===== config.mk =====
export PLATFORM = sky130hd
export DESIGN_NAME = timer_dev
export DESIGN_NICKNAME = d
export VERILOG_FILES = /design/src/rtl/timer_dev_pkg.sv /design/src/rtl/timer_dev.sv
export SDC_FILE = /design/constraint.sdc
export NUM_CORES = 1
export LEC_CHECK = 0
export CORE_MARGIN = 5
export CORE_UTILIZATION = 65
export DETAILED_ROUTE_END_ITERATION = 16
export DONT_BUFFER_PORTS = 1
export PLACE_DENSITY_LB_ADDON = 0.2
export SETUP_SLACK_MARGIN = 0.3
export SLEW_MARGIN = 20
export SYNTH_ARGS = -nofsm -noshare
export SYNTH_HDL_FRONTEND = slang
export SYNTH_SLANG_ARGS = --single-unit

===== constraint.sdc =====
create_clock -name clk -period 6.8 [get_ports clk]
set_input_delay 0.34 -clock clk [delete_from_list [all_inputs] [get_ports clk]]
set_output_delay 0.34 -clock clk [all_outputs]
set_load 0.005 [all_outputs]

===== src/rtl/timer_dev_pkg.sv =====
// Shared constants for the memory-mapped countdown timer: word selects, CTRL
// bit layout, mode codes and FSM state encodings.
package timer_dev_pkg;

  // Word select (address bits [3:2])
  localparam logic [1:0] AddrCtrl   = 2'd0;
  localparam logic [1:0] AddrPreset = 2'd1;
  localparam logic [1:0] AddrCount  = 2'd2;

  // CTRL bit positions; only the low CtrlW bits are implemented
  localparam int unsigned CtrlEn     = 0;
  localparam int unsigned CtrlModeLo = 1;
  localparam int unsigned CtrlModeHi = 2;
  localparam int unsigned CtrlIm     = 3;
  localparam int unsigned CtrlW      = 4;

  // Mode codes; anything other than reload behaves as one-shot
  localparam logic [1:0] ModeOneShot = 2'd0;
  localparam logic [1:0] ModeReload  = 2'd1;

  typedef enum logic [1:0] {
    StIdle = 2'd0,
    StLoad = 2'd1,
    StCnt  = 2'd2,
    StInt  = 2'd3
  } state_e;

endpackage


===== src/rtl/timer_dev.sv =====
// 32-bit countdown timer on the M-stage load/store bus. Three words (CTRL,
// PRESET, COUNT), combinational read data and a masked interrupt request.
module timer_dev
  import timer_dev_pkg::*;
(
  input  logic        clk,
  input  logic        reset,
  input  logic [1:0]  A,
  input  logic        WE,
  input  logic [31:0] WD,
  output logic [31:0] RD,
  output logic        IRQ
);

  state_e           state_q, state_d;
  logic [CtrlW-1:0] ctrl_q, ctrl_d;
  logic [31:0]      preset_q, preset_d;
  logic [31:0]      count_q, count_d;
  logic             irq_flag_q, irq_flag_d;

  logic en, reload, ctrl_we, preset_we;

  assign en        = ctrl_q[CtrlEn];
  assign reload    = (ctrl_q[CtrlModeHi:CtrlModeLo] == ModeReload);
  assign ctrl_we   = WE && (A == AddrCtrl);
  assign preset_we = WE && (A == AddrPreset);

  // Next-state: FSM first, then bus writes so a CTRL write overrides the
  // one-shot Enable clear and any irq_flag update on the same edge.
  always_comb begin
    state_d    = state_q;
    ctrl_d     = ctrl_q;
    preset_d   = preset_q;
    count_d    = count_q;
    irq_flag_d = irq_flag_q;

    unique case (state_q)
      StIdle: begin
        if (en) state_d = StLoad;
      end
      StLoad: begin
        count_d = preset_q;
        state_d = StCnt;
      end
      StCnt: begin
        if (!en) begin
          state_d = StIdle;
        end else if (count_q > 32'd1) begin
          count_d = count_q - 32'd1;
        end else begin
          // Covers PRESET = 0 too: never wraps below zero
          count_d    = '0;
          irq_flag_d = 1'b1;
          state_d    = StInt;
        end
      end
      StInt: begin
        if (reload) begin
          irq_flag_d = 1'b0;
          state_d    = StLoad;
        end else begin
          ctrl_d[CtrlEn] = 1'b0;
          state_d        = StIdle;
        end
      end
      default: state_d = StIdle;
    endcase

    if (ctrl_we) begin
      ctrl_d     = WD[CtrlW-1:0];
      irq_flag_d = 1'b0;
    end
    if (preset_we) preset_d = WD;
  end

  // State registers with synchronous reset
  always_ff @(posedge clk) begin
    if (reset) begin
      state_q    <= StIdle;
      ctrl_q     <= '0;
      preset_q   <= '0;
      count_q    <= '0;
      irq_flag_q <= 1'b0;
    end else begin
      state_q    <= state_d;
      ctrl_q     <= ctrl_d;
      preset_q   <= preset_d;
      count_q    <= count_d;
      irq_flag_q <= irq_flag_d;
    end
  end

  // Zero-latency read mux; unused word reads as zero
  always_comb begin
    RD = '0;
    case (A)
      AddrCtrl:   RD = {{(32 - CtrlW){1'b0}}, ctrl_q};
      AddrPreset: RD = preset_q;
      AddrCount:  RD = count_q;
      default:    RD = '0;
    endcase
  end

  assign IRQ = irq_flag_q & ctrl_q[CtrlIm];

endmodule

* After elaboration in Yosys (flattened, before gate mapping)
Cells that the tools add are included.
Storage, ports and cells: register bits 71, latch bits 0, RAM bits 0, bits in read-only memories 0, bits of input ports 37, output and inout port bits 33, logic and storage cells 49, memories kept 0
Cells by class: add/sub/neg operators 1, multiply operators 0, divide/modulo/power cells 0, $lt $le $gt $ge 1, equal/unequal tests 12, shifts and indexed selects 0, mux-type cells 16, bitwise operators 1, reductions and logical operators 12
Operators by type and width (count):
- $pmux 32 s3 | 1
- $mux 32 | 2
- $pmux 32 s2 | 1
- $gt 32x1->1 const B | 1
- $sub 32x1->32 const B | 1
- $ne 2x2->1 const B | 4
- $pmux 2 s4 | 1
- $mux 1 | 7
- $eq 2x1->1 const B | 3
- $eq 2x2->1 const B | 3
- $mux 2 | 3
- $reduce_and 2->1 | 3
- $reduce_bool 2->1 | 3
- $logic_not 2->1 | 2
- $reduce_and 4->1 | 1
- $ne 3x3->1 const B | 1
- $logic_and 1x1->1 | 2
- $ne 2x1->1 const B | 1
- $pmux 1 s2 | 1
- $reduce_or 2->1 | 1
- $and 1x1->1 | 1

* Depth between registers and ports, before layout
Gate-level depths: netlist of run 1.
word-level depth 4, depth in mapped cells 8, mapped depth without buffers 7

* Worst setup path after synthesis of run 1
No wires, ideal clock.
path kind reg-to-reg, from reg count_q[8], to reg count_q[26], setup time 0.074 ns, arrival time 2.282 ns, required time 6.726 ns, setup slack 4.444 ns, stages on the path, launching flop included 6, path buffers 0, period minus slack after synthesis 2.356 ns, cell sequence dfxtp_1 -> or4_4 -> or4_4 -> or4_1 -> or3_1 -> a31oi_1
Between the ends: cells in the longest elaborated chain, start to end 4, elaborated cells on any way between the ends 5, classes of those cells add/sub: 1; order compare: 1; mux: 3
RTL lines:
- from (decl) | RTL line timer_dev.sv:18 | logic [31:0] count_q, count_d;
- from (signal assigned) | RTL line timer_dev.sv:88 | count_q <= count_d;
- $sub 32x1->32 or $gt 32x1->1 (tied branches) | RTL line timer_dev.sv:49, timer_dev.sv:48
- $mux 32 * | RTL line timer_dev.sv:48 | end else if (count_q > 32'd1) begin
- $mux 32 * | RTL line timer_dev.sv:46 | if (!en) begin
- $pmux 32 s2 * | RTL line timer_dev.sv:37 | unique case (state_q)
Every way passes the cells marked *; elsewhere a longest branch is shown, timed or not. The select of a mux whose other input is x is not followed. A chain may end at the register's enable or synchronous reset.

* Worst setup path after layout of run 1
from reg count_q[18], to reg count_q[24]
Same word-level chain as after synthesis.

==> out/results.tsv, run 1 <==
metric	value	unit
P_leak	1.491	nW
total clock sinks	71	
Avg WL per Cell	20.76	um
die width	87.37	um
Int Power	697.1	uW
IO Count	70	
die area	0.007634	mm2
Inserted Clock Buffers	9	
Die Y	87.37	um
actual slew at the worst max-slew pin	964.8	ps
GP Congestion	0.9912	
Seq/Total Area, Yosys	36.53	%
worst vdd ir	0.0001694	V
final period utilization	39.74	%
r2r worst-path depth	6	
fmax	0.3701	GHz
total number of vias	3958	
R2R Setup Slk	4100	ps
asr flop ratio synth	0	%
worst hold slack	60.62	ps
port bufs	0	
Hold Path Cell Cnt	1	
Post-Syn Area	0.003891	mm2
Non-Filler Instances	561	
RSZ-0062 raised after global routing	false	
prevailing post-synth register cell	dfxtp_1	
CTS tree	done	
Seq cells post-synth	71	
number of flops mapped to enable cells by yosys	0	
Initial DRC Count	525	
initial antenna violation count	0	
HPWL after DPL	7.890	mm
slowest CP cell	or4_1	
pin count of the biggest net entering global routing	68	
Netlist cell types	49	
power per cell area	223.6	mW/mm2
# rows	28	
H-tree levels	3	
most common cell after layout, fill and taps aside	nand2_1	
cts hold-fix bufs	0	
WS Path Type	flop to flop	
slowest stage delay, CP	700	ps
grt ovf	0	
WP data required	7020	ps
crit-path cells	or4_1 > nor3_2 > a31oi_2 > buf_4 > o211ai_1 > a31oi_1	
post-route ant nets	0	
minimum clock period	2702	ps
share of layout cells above drive strength 1	6.996	%
Final Max Slew Viols	0	
Layout Skew	9.604	ps
most frequent cells in the layout	nand2_1 (89), dfxtp_1 (71), a21oi_1 (52), a22o_1 (27), nor2_1 (23)	
status	completed	
Root Buffer Master	clkbuf_8	
Hold Vio Cnt, Final	0	
All-Layer GR Usage	31.07	%
Clock power frac	43.9	%
Synth Warn #	0	
synthesized area per cell	7.615	um2
Hold Path Class	input pin to flop	
Combinational Power Share	8.6	%
clock-pin slew on the worst setup and hold paths	80	ps
worst flop-to-flop path endpoint	count_q[24]	
Ant. Diodes	0	
latest clock arrival within the worst-skew pair	340	ps
Flop pwr share	47.5	%
Worst slew margin	35.52	%
Max-cap violations	0	
first-pass GRT wire length	18.60	mm
Net Sw Frac	24.19	%
layout net count	521	
hold_sp	reset	
Initial Utilization	66.11	%
routed vias/inst	7.055	
Post-Place Cells	546	
synthesized instance count	511	
final setup fails	0	
Core Area	0.005886	mm2
CTS Buffer Depth	2	
crit-path max FO	13	
Worst setup SP type	flop	
Hold Crit Endpoint	count_q[5]	
drc violations	0	
Pre-antenna DRT Iters	6	
PostCTS Resize Cnt	0	
Post-Syn Nets	550	
setup TNS	0	ps
vias in the first global route	3659	
Total Routed Length	11.65	mm
CP endpoint kind	flop	
Sw Pwr	222.5	uW
# Post-CTS Setup Buffers	0	
area added between synthesis and finish	5.691	%
Worst Path Arrival	2920	ps
Critical R2R Launch	count_q[18]	
-- power by group through the flow --
stage	clock network [mW]	logic, mW	registers [mW]
6_report	0.404	0.0793	0.437
2_1_floorplan	0	0.0682	0.439
5_1_grt	0.427	0.0874	0.437
3_5_place_dp	0	0.0774	0.445
3_3_place_gp	0	0.0761	0.445
4_1_cts	0.405	0.0779	0.436
-- sequential cells by signal (all words and copies together), names as in the netlist --
| name | count |
|---|---|
| preset_q | 32 |
| ctrl_q | 4 |
| count_q | 32 |
| irq_flag_q | 1 |
| state_q | 2 |
-- cell type report --
class	count	area (um2)
multi-input combinational	390	2306
fill	504	1773
sequential	71	1421
clock buffer	10	127.6
clock inverter	5	107.6
tap	75	93.84
timing repair buffer	5	37.54
inverter	5	18.77
-- worst max-delay path, delay by kind of cell, from the launching register on --
| kind | cells | cell delay [ps] |
|---|---|---|
| flip-flops | 1 | 380 |
| AO/OA/AOI/OAI | 3 | 690 |
| buffers and inverters | 1 | 320 |
| AND/OR/NAND/NOR | 2 | 1190 |
-- per-stage QoR --
| stage | power [mW] | worst slack, ps | util (%) | area, um2 |
|---|---|---|---|---|
| detailed placement | 0.5227 | 4162 | 65.75 | 3870 |
| finish | 0.9196 | 4098 | 69.88 | 4113 |
| CTS | 0.9188 | 4149 | 69.75 | 4105 |
| global route | 0.9513 | 3970 | 69.88 | 4113 |
| floorplan | 0.5075 | 4444 | - | 3891 |
| global placement | 0.5209 | 4248 | 65.75 | 3870 |
-- per-layer routing --
| metal | wire (um) | global-route usage, % | up-vias | part of all wire, % |
|---|---|---|---|---|
| met5 | 0 | 0 | - | 0 |
| met2 | 5033 | 43.70 | 268 | 43 |
| li1 | - | - | 1836 | - |
| met4 | 296 | 14.37 | 0 | 2.5 |
| met1 | 4985 | 44.20 | 1819 | 43 |
| met3 | 1331 | 7.852 | 35 | 11 |
-- cells in the mapped netlist (all sizes together), types with 10 or more instances --
| library cell | n | area, um2 |
|---|---|---|
| nand2 | 89 | 334.1 |
| dfxtp | 71 | 1421 |
| a21oi | 53 | 265.3 |
| clkbuf | 39 | 146.4 |
| a22o | 28 | 246.5 |
| nor2 | 23 | 86.33 |
| nand3 | 19 | 95.09 |
| a31oi | 18 | 112.6 |
| mux2i | 15 | 150.1 |
| o21ai | 14 | 70.07 |
| nor3 | 12 | 65.06 |
| o22ai | 12 | 75.07 |
| and3 | 11 | 68.82 |
| nor4 | 10 | 62.56 |
| or3 | 10 | 62.56 |
| or4 | 10 | 82.58 |
-- worst max path at each step --
stage	start	to	slack [ps]	cells past startpoint
after CTS	count_q[18]	count_q[22]	4150	6
after global routing	state_q[0]	count_q[13]	3970	6
after floorplan	count_q[8]	count_q[26]	4440	5
final	count_q[18]	count_q[24]	4100	6
after global placement	count_q[18]	count_q[24]	4250	6
after detailed placement	count_q[18]	count_q[22]	4160	6
-- cells by family (layout without fill, tap and decap cells) --
family          count (synthesis)  in the layout  synth area share [%]
fa+ha+maj                       2              2                0.6430
compound gates                156            156                 26.17
flops                          71             71                 36.53
buf+inv                        50             25                 4.855
simple gates                  217            217                 27.94
mux                            15             15                 3.858
No activity file was read; power rests on OpenSTA's default activity.
==> run 2, diff against run 1 <==
ABC_AREA = 1   (was default)
CORE_UTILIZATION = 58   (was 65)
clock period = 2.2 ns   (was 6.8 ns; I/O delays follow)
==> run 2 against run 1 <==
  * Synthesized cell count up 25%
  * Worst setup slack worse by 3700 ps
  * Power rose to 3.8 times the previous value
  * Combinational power rose to 14 times the previous value
  * Cell area up 20%
  * Critical path type unchanged
  * Largest power group unchanged
==> out/results.tsv, run 2 <==
metric	value	unit
status	completed	
Max-cap violations	0	
Hold Path Class	input pin to flop	
drc violations	0	
Hold Vio Cnt, Final	0	
fmax	0.5519	GHz
power per cell area	705.9	mW/mm2
grt ovf	0	
Layout Skew	16.06	ps
Netlist cell types	36	
prevailing post-synth register cell	dfxtp_1	
biggest regs	count_q: 32 flops, preset_q: 32 flops, ctrl_q: 4 flops	
latest clock arrival within the worst-skew pair	360	ps
Post-Synth XOR/XNOR Area	3.493	%
final worst slack	388.2	ps
Ant. Diodes	0	
FILL cells	654	
initial antenna violation count	0	
Pre-antenna DRT Iters	5	
mux contribution to synthesized area	0	%
total clock sinks	71	
P_leak	1.962	nW
post-synth top area share	33.34	%
number of flops mapped to enable cells by yosys	0	
Worst setup SP type	flop	
CP endpoint kind	flop	
Avg WL per Cell	15.94	um
CTS tree	done	
most frequent cell after synthesis	nand2_1	
crit-path max FO	24	
HPWL after DPL	8.137	mm
Final Util	68.19	%
die width	95.73	um
post-route ant nets	0	
pin count of the biggest net entering global routing	47	
simple logic cell fraction of the synthesized area	28.76	%
dominant cells by area after synthesis	dfxtp_1 (33%), nand2_1 (12%), a21oi_1 (8.2%)	
synth cell count leaders	nand2_1 (132), inv_1 (80), dfxtp_1 (71)	
area share of fa/ha/maj cells after synthesis	0.5870	%
final period utilization	82.35	%
Initial DRC Count	309	
top cell type by total area after synthesis	dfxtp_1	
Post-Syn Area	0.004263	mm2
IO Count	70	
Total Routed Length	12.31	mm
Compound-Gate Fraction of Synth Area	22.57	%
clock-pin slew on the worst setup and hold paths	90	ps
Seq cells post-synth	71	
# rows	31	
pre-CTS WS	335.4	ps
routed vias/inst	5.592	
worst vdd ir	0.0004944	V
Worst Path Arrival	2060	ps
Core Area	0.007214	mm2
asr flop ratio synth	0	%
largest family of logic cells by synthesized area	simple AND/OR/NAND/NOR gates	
first-pass GRT wire length	19.98	mm
layout net count	707	
Synth Warn #	0	
share of layout cells above drive strength 1	13.97	%
final setup fails	0	
synthesized area per cell	6.661	um2
CTS Buffer Depth	2	
minimum clock period	1812	ps
actual slew at the worst max-slew pin	1080	ps
Final Max Slew Viols	0	
area added between synthesis and finish	15.41	%
most common cell after layout, fill and taps aside	nand2_1	
WP data required	2440	ps
RSZ-0062 raised after global routing	false	
WS Path Type	flop to flop	
Post-Place Cells	716	
Die Y	95.73	um
die area	0.009164	mm2
setup TNS	0	ps
Inserted Clock Buffers	9	
All-Layer GR Usage	27.81	%
vias in the first global route	4249	
Worst slew margin	27.78	%
port bufs	0	
Seq/Total Area, Yosys	33.34	%
Root Buffer Master	clkbuf_8	
Initial Utilization	59.09	%
total number of vias	4317	
Non-Filler Instances	772	
Post-Syn Nets	679	
most frequent cells in the layout	nand2_1 (128), inv_1 (79), dfxtp_1 (71), a21oi_1 (70), nor2_1 (54)	
H-tree levels	3	
synthesized instance count	640	
GP Congestion	0.9348	
## run 2: logic make-up after synthesis
| logic type | after synthesis |
|---|---|
| xor+xnor | 17 |
| buf+inv | 116 |
| compound gates | 176 |
| simple gates | 258 |
| fa+ha+maj | 2 |
| flops | 71 |
## run 2: per-stage QoR
stage               power (mW)  cell area (um2)  hold WS, ps
floorplan                2.198             4263        250.7
global placement         2.369             4307        180.9
detailed placement       2.396             4307        186.8
CTS                      3.427             4850        22.44
global route             3.650             4920        53.31
finish                   3.473             4920        30.17
## run 2: final timing paths
kind                 from            to  slack (ps)  cells after the start
min reg2reg  preset_q[18]  preset_q[18]         480                      2
max            state_q[0]    state_q[1]         390                      6
min                    WE     ctrl_q[2]          30                      2
max reg2reg    state_q[0]    state_q[1]         390                      6
## run 2: worst max-delay path, cell delays in order (launching register included)
cell and delay [ps]:
dfxtp_1 490, nor2_2 120, inv_6 220, nor2_4 60, a21oi_4 200, nor2_1 60, dlygate4sd3_1 550
## run 2: final cells by class
type / instances / area, um2 / area share, %
Multi-Input combinational cell: 453 / 2402 / 48.83
Sequential cell: 71 / 1421 / 28.89
Timing Repair Buffer: 48 / 462.9 / 9.410
Clock inverter: 6 / 45.04 / 0.9156
Clock buffer: 10 / 137.6 / 2.798
Tap cell: 99 / 123.9 / 2.518
Inverter: 85 / 326.6 / 6.638
## run 2: power by group
group          switching (mW)  internal [mW]
combinational           0.710          0.375
sequential             0.0543           1.34
clock                   0.547          0.444
total                    1.31           2.16
## run 2: what timing repair did
action | in CTS | in global routing
gates resized for setup | 0 | 12
hold buffers | 36 | 0
setup buffers | 0 | 4
endpoints found under the setup margin | 0 | 22
hold endpoints to repair | 60 | 0
## run 2: routing by layer
layer  vias up  part of all wire, %  wire length, um  global-route usage [%]
met1      2012                   43             5283                   34.32
met2       148                   50             6167                   48.29
met5         -                    0                0                       0
met4         0                  1.7              208                   8.649
li1       2136                    -                -                       -
met3        21                  5.3              648                   5.942
